===== config.mk =====
export PLATFORM = sky130hd
export DESIGN_NAME = id_ex_stage
export DESIGN_NICKNAME = d
export VERILOG_FILES = /design/src/rtl/id_ex_stage.sv
export SDC_FILE = /design/constraint.sdc
export NUM_CORES = 1
export LEC_CHECK = 0
export BUFFER_PORTS_ARGS = -buffer_cell sky130_fd_sc_hd__buf_2
export CAP_MARGIN = 20
export CORE_AREA = 2 2 123 125
export CTS_CLUSTER_DIAMETER = 40
export DETAILED_ROUTE_END_ITERATION = 6
export DIE_AREA = 0 0 125 127
export PLACE_DENSITY = 0.74
export SLEW_MARGIN = 20
export SYNTH_ARGS = -nofsm -noshare
export SYNTH_HDL_FRONTEND = slang
export SYNTH_SLANG_ARGS = --single-unit

===== constraint.sdc =====
create_clock -name clk -period 2.6 [get_ports clk]
set_input_delay 0.39 -clock clk [delete_from_list [all_inputs] [get_ports clk]]
set_output_delay 0.39 -clock clk [all_outputs]
set_load 0.1 [all_outputs]

===== src/rtl/id_ex_stage.sv =====
// rtl/id_ex_stage.sv - ID/EX pipeline register with valid/ready handshake and load-use bubble insertion
// Optional statistics counters (stall_cnt, flush_cnt) are enabled by defining ID_EX_STATS_EN.
module id_ex_stage #(
  parameter int DATA_W = 32,
  parameter int REG_W  = 5
) (
  input  logic              clk,
  input  logic              reset,
  input  logic              in_valid,
  output logic              in_ready,
  input  logic              flush,
  input  logic              id_MemREG,
  input  logic              id_RegWRITE,
  input  logic              id_MemWRITE,
  input  logic              id_Branch,
  input  logic              id_MemRead,
  input  logic              id_ALUSrc,
  input  logic              id_RegDst,
  input  logic [2:0]        id_ALUOP,
  input  logic [DATA_W-1:0] id_pc4,
  input  logic [DATA_W-1:0] id_rd1,
  input  logic [DATA_W-1:0] id_rd2,
  input  logic [DATA_W-1:0] id_imm,
  input  logic [REG_W-1:0]  id_rs,
  input  logic [REG_W-1:0]  id_rt,
  input  logic [REG_W-1:0]  id_rd,
  output logic              out_valid,
  input  logic              out_ready,
  output logic              ex_MemREG,
  output logic              ex_RegWRITE,
  output logic              ex_MemWRITE,
  output logic              ex_Branch,
  output logic              ex_MemRead,
  output logic              ex_ALUSrc,
  output logic              ex_RegDst,
  output logic [2:0]        ex_ALUOP,
  output logic [DATA_W-1:0] ex_pc4,
  output logic [DATA_W-1:0] ex_rd1,
  output logic [DATA_W-1:0] ex_rd2,
  output logic [DATA_W-1:0] ex_imm,
  output logic [REG_W-1:0]  ex_rs,
  output logic [REG_W-1:0]  ex_rt,
  output logic [REG_W-1:0]  ex_rd,
  output logic              hazard_stall
`ifdef ID_EX_STATS_EN
  ,
  output logic [31:0]       stall_cnt,
  output logic [31:0]       flush_cnt
`endif
);

  logic              valid_q;
  logic              memreg_q;
  logic              regwrite_q;
  logic              memwrite_q;
  logic              branch_q;
  logic              memread_q;
  logic              alusrc_q;
  logic              regdst_q;
  logic [2:0]        aluop_q;
  logic [DATA_W-1:0] pc4_q;
  logic [DATA_W-1:0] rd1_q;
  logic [DATA_W-1:0] rd2_q;
  logic [DATA_W-1:0] imm_q;
  logic [REG_W-1:0]  rs_q;
  logic [REG_W-1:0]  rt_q;
  logic [REG_W-1:0]  rd_q;
  logic              accept;

  // Load in stage whose destination feeds the instruction waiting in ID; r0 is never a dependency
  assign hazard_stall = in_valid & valid_q & memread_q & (rt_q != '0) &
                        ((rt_q == id_rs) | (rt_q == id_rt));

  // Nothing is accepted while reset is asserted, during a flush or while the load-use hazard holds
  assign in_ready = ~reset & (~valid_q | out_ready) & ~hazard_stall & ~flush;
  assign accept   = in_valid & in_ready;

  // Pipeline register: flush kills the entry, accept loads ID, a consumed entry with no refill becomes a bubble
  always_ff @(posedge clk) begin
    if (reset) begin
      valid_q    <= 1'b0;
      memreg_q   <= 1'b0;
      regwrite_q <= 1'b0;
      memwrite_q <= 1'b0;
      branch_q   <= 1'b0;
      memread_q  <= 1'b0;
      alusrc_q   <= 1'b0;
      regdst_q   <= 1'b0;
      aluop_q    <= '0;
      pc4_q      <= '0;
      rd1_q      <= '0;
      rd2_q      <= '0;
      imm_q      <= '0;
      rs_q       <= '0;
      rt_q       <= '0;
      rd_q       <= '0;
    end else if (flush) begin
      valid_q    <= 1'b0;
      regwrite_q <= 1'b0;
      memwrite_q <= 1'b0;
      memread_q  <= 1'b0;
      branch_q   <= 1'b0;
    end else if (accept) begin
      valid_q    <= 1'b1;
      memreg_q   <= id_MemREG;
      regwrite_q <= id_RegWRITE;
      memwrite_q <= id_MemWRITE;
      branch_q   <= id_Branch;
      memread_q  <= id_MemRead;
      alusrc_q   <= id_ALUSrc;
      regdst_q   <= id_RegDst;
      aluop_q    <= id_ALUOP;
      pc4_q      <= id_pc4;
      rd1_q      <= id_rd1;
      rd2_q      <= id_rd2;
      imm_q      <= id_imm;
      rs_q       <= id_rs;
      rt_q       <= id_rt;
      rd_q       <= id_rd;
    end else if (out_ready) begin
      valid_q    <= 1'b0;
      regwrite_q <= 1'b0;
      memwrite_q <= 1'b0;
      memread_q  <= 1'b0;
      branch_q   <= 1'b0;
    end
  end

  // State-changing enables are gated by valid so a bubble or an X from unit_control never leaks into EX
  assign out_valid   = valid_q;
  assign ex_MemREG   = memreg_q;
  assign ex_RegWRITE = regwrite_q & valid_q;
  assign ex_MemWRITE = memwrite_q & valid_q;
  assign ex_Branch   = branch_q & valid_q;
  assign ex_MemRead  = memread_q & valid_q;
  assign ex_ALUSrc   = alusrc_q;
  assign ex_RegDst   = regdst_q;
  assign ex_ALUOP    = aluop_q;
  assign ex_pc4      = pc4_q;
  assign ex_rd1      = rd1_q;
  assign ex_rd2      = rd2_q;
  assign ex_imm      = imm_q;
  assign ex_rs       = rs_q;
  assign ex_rt       = rt_q;
  assign ex_rd       = rd_q;

`ifdef ID_EX_STATS_EN
  logic [31:0] stall_cnt_q;
  logic [31:0] flush_cnt_q;

  // Free-running wrap-around counters of hazard-stall and flush cycles
  always_ff @(posedge clk) begin
    if (reset) begin
      stall_cnt_q <= '0;
      flush_cnt_q <= '0;
    end else begin
      if (hazard_stall) stall_cnt_q <= stall_cnt_q + 32'd1;
      if (flush)        flush_cnt_q <= flush_cnt_q + 32'd1;
    end
  end

  assign stall_cnt = stall_cnt_q;
  assign flush_cnt = flush_cnt_q;
`endif

endmodule


==> summary.md <==
| Metric | Value |
|---|---|
| Status | completed |
| All-Layer GR Usage | 18.7% |
| Worst Skew | 0.0142 ns |
| Gr ovfl total | 0 |
| Vias in the first global route | 5030 |
| CP startpoint kind | flop |
| Detailed Route WL | 14800 um |
| Via Count | 4706 |
| Slew Limit Fails | 0 |
| Initial antenna violation count | 0 |
| Final min period | 2.42 ns |
| FF+latch count, synth | 154 |
| PwrDens | 772 nW/um2 |
| Antenna-violating nets left | 0 |
| Wire length per cell | 14.4 um |
| Commonest non-fill, non-tap cells in the layout | buf_2 (311), nor2b_1 (149), dfxtp_1 (148) |
| DRC | 0 |
| Synthesized cell area | 6160 um2 |
| Setup repair bufs after CTS | 0 |
| Total CTS buffers | 17 |
| Fillers | 1271 |
| Worst reg2reg path depth | 6 |
| Top sig layer | met4 |
| Hold Crit Depth | 2 |
| LEAKAGE | 0.00446 uW |
| Dpl hpwl | 10700 um |
| Max Clk Rate | 0.413 GHz |
| Clk sinks | 154 |
| Port bufs | 313 |
| Cts hold-fix bufs | 0 |
| Yosys cell types | 22 |
| Clock latency on the worst-skew pair | 0.42 ns |
| Avg Inst Size Synth | 11.7 um2 |
| Initial Util | 42.7% |
| Sequential element share of the synthesized area | 50.0% |
| Crit-path max cell delay | 0.56 ns |
| Final hold vios | 0 |
| Final setup margin | 0.177 ns |
| R2r startpoint | ex_rt[0] |
| CTS tree | built |
| CP most frequent cell | nor2_4 |
| Resized cells post-CTS | 0 |
| Ant diodes | 0 |
| First-pass iteration count of the detailed router | 4 |
| RSZ-0062 raised after global routing | false |
| Via density | 4.57 |
| Place WS | 0.273 ns |
| Final Setup Violations | 0 |
| Crit. End Element | output port |
| Met3 wire length | 1380 um |
| Layout cell share with drive strength beyond 1 | 52.4% |
| Die area | 15900 um2 |
| WHS Endpoint | ex_pc4[2] |
| Fin nets | 992 |
| Most common library cell in the layout ignoring fill and taps | buf_2 |
| HP Start | id_pc4[2] |
| Core box area | 14400 um2 |
| Top cell type's share of synthesized area | 50.0% |
| Worst-Margin Slew | 0.824 ns |
| Die X | 125 um |
| Largest net degree at the start of global routing | 151 |
| Die Ht | 127 um |
| Top-Level Pins | 314 |
| DRC violation total after the first TritonRoute iteration | 133 |
| Max_cap viols | 0 |
| First-pass GRT wire length | 24000 um |
| Gpl congestion | 0.739 |
| Crit-path max FO | 5 |
| Peak VDD IR | 0.000492 V |
| Type of the worst min-delay path | in2reg |
| Critical Path RT | 2.21 ns |
| Max H-tree Level | 4 |
| Crit Reg-Reg Endpoint | ex_rd2[24] |
| Root buffer cell | clkbuf_16 |
| Flop2flop setup slack | 0.37 ns |
| WL met1 | 6160 um |
| Synthesized instance count | 526 |
| CP max stage cell | or4_1 |
| Yosys top cell by area | dfxtp_1 |
| Area contributors post-synth | dfxtp_1 (50%), mux2_2 (15%), nor2b_1 (15%) |
| Final period utilization | 93.2% |
| Worst Path Arrival | 2.03 ns |
| Syn Nets | 684 |
| Routed met2 length | 6880 um |
| # rows | 44 |
| Synth-to-Final Area Change | 39.2% |
| Clk buf depth | 2 |
| Clock transition at path regs | 0.06 ns |
| Synth warnings | 0 |
| Cells along the critical path | or4_1 > o211ai_2 > nor2_4 > nor2_4 > buf_12 |
| Setup TNS | 0 ns |
| Slew margin rel. | 45.1% |
| Critical path class | reg2out |
[logic make-up after synthesis]
| group | after synthesis | share of synthesized area [%] |
|---|---|---|
| simple gates | 168 | 16.6 |
| compound gates | 5 | 0.772 |
| buf+inv | 36 | 3.27 |
| flops | 154 | 50.0 |
| mux | 153 | 27.9 |
| xor+xnor | 10 | 1.42 |
[where the power goes]
part	internal (uW)	switching [uW]	total, uW
sequential	2490	57.6	2550
clock	1630	918	2550
combinational	347	1170	1520
total	4470	2150	6620
[stage by stage]
step,cells,instance area (um2),utilization [%],power (uW),hold slack (ns)
2_1_floorplan,526,6190,-,3820,0.433
4_1_cts,1030,8580,59.5,6700,0.152
3_3_place_gp,999,7960,55.2,4120,0.448
5_1_grt,1030,8580,59.5,6860,0.158
3_5_place_dp,999,7960,55.2,4130,0.460
6_report,1030,8580,59.5,6620,0.171
[metal layers]
metal / track usage [%] / vias to the layer above
met1: 21.4 / 2103
met2: 30.9 / 215
met5: 0 / -
met4: 8.43 / 0
li1: - / 2357
met3: 7.50 / 31
[registers in the layout, indices dropped and copies added (netlist names), 3 cells and up]
signal and cells:
ex_ALUOP 3, ex_imm 32, ex_pc4 32, ex_rd 5, ex_rd1 32, ex_rd2 32
ex_rs 5, ex_rt 5
[cells in the mapped netlist (all sizes together)]
cell and number:
a21boi 1, or4 1, nor2b 149, dfxtp 154
inv 4, mux2i 4, buf 16, a22oi 1
o2111ai 1, o211ai 1, clkbuf 16, nor2 5
and2 4, nor3 3, nand2b 1, mux2 149
o21ai 1, xor2 10, nand2 5
[critical path, delay by kind of cell (launching register included)]
kind,cells,cell delay [ns]
buf+inv,1,0.18
flops,1,0.35
simple gates,3,0.78
compound gates,1,0.30
[worst max path at each step]
stage | start | to | slack, ns | cells after the start
6_report | ex_rt[0] | in_ready | 0.18 | 5
5_1_grt | ex_rt[0] | in_ready | 0.09 | 5
4_1_cts | ex_rt[0] | in_ready | 0.14 | 5
3_5_place_dp | id_rt[0] | ex_imm[22] | 0.27 | 7
3_3_place_gp | id_rt[0] | ex_imm[26] | 0.28 | 7
2_1_floorplan | out_valid | in_ready | 0.06 | 4
[cell type report]
class	instances	area (um2)	area share, %
Clock buffer	25	505	5.89
Clock inverter	6	110	1.28
Inverter	4	15.0	0.175
Multi-Input combinational cell	336	2910	33.9
Sequential cell	154	3090	36.0
Tap cell	184	230	2.68
Timing Repair Buffer	321	1720	20.0
No activity file was read; power rests on OpenSTA's default activity.
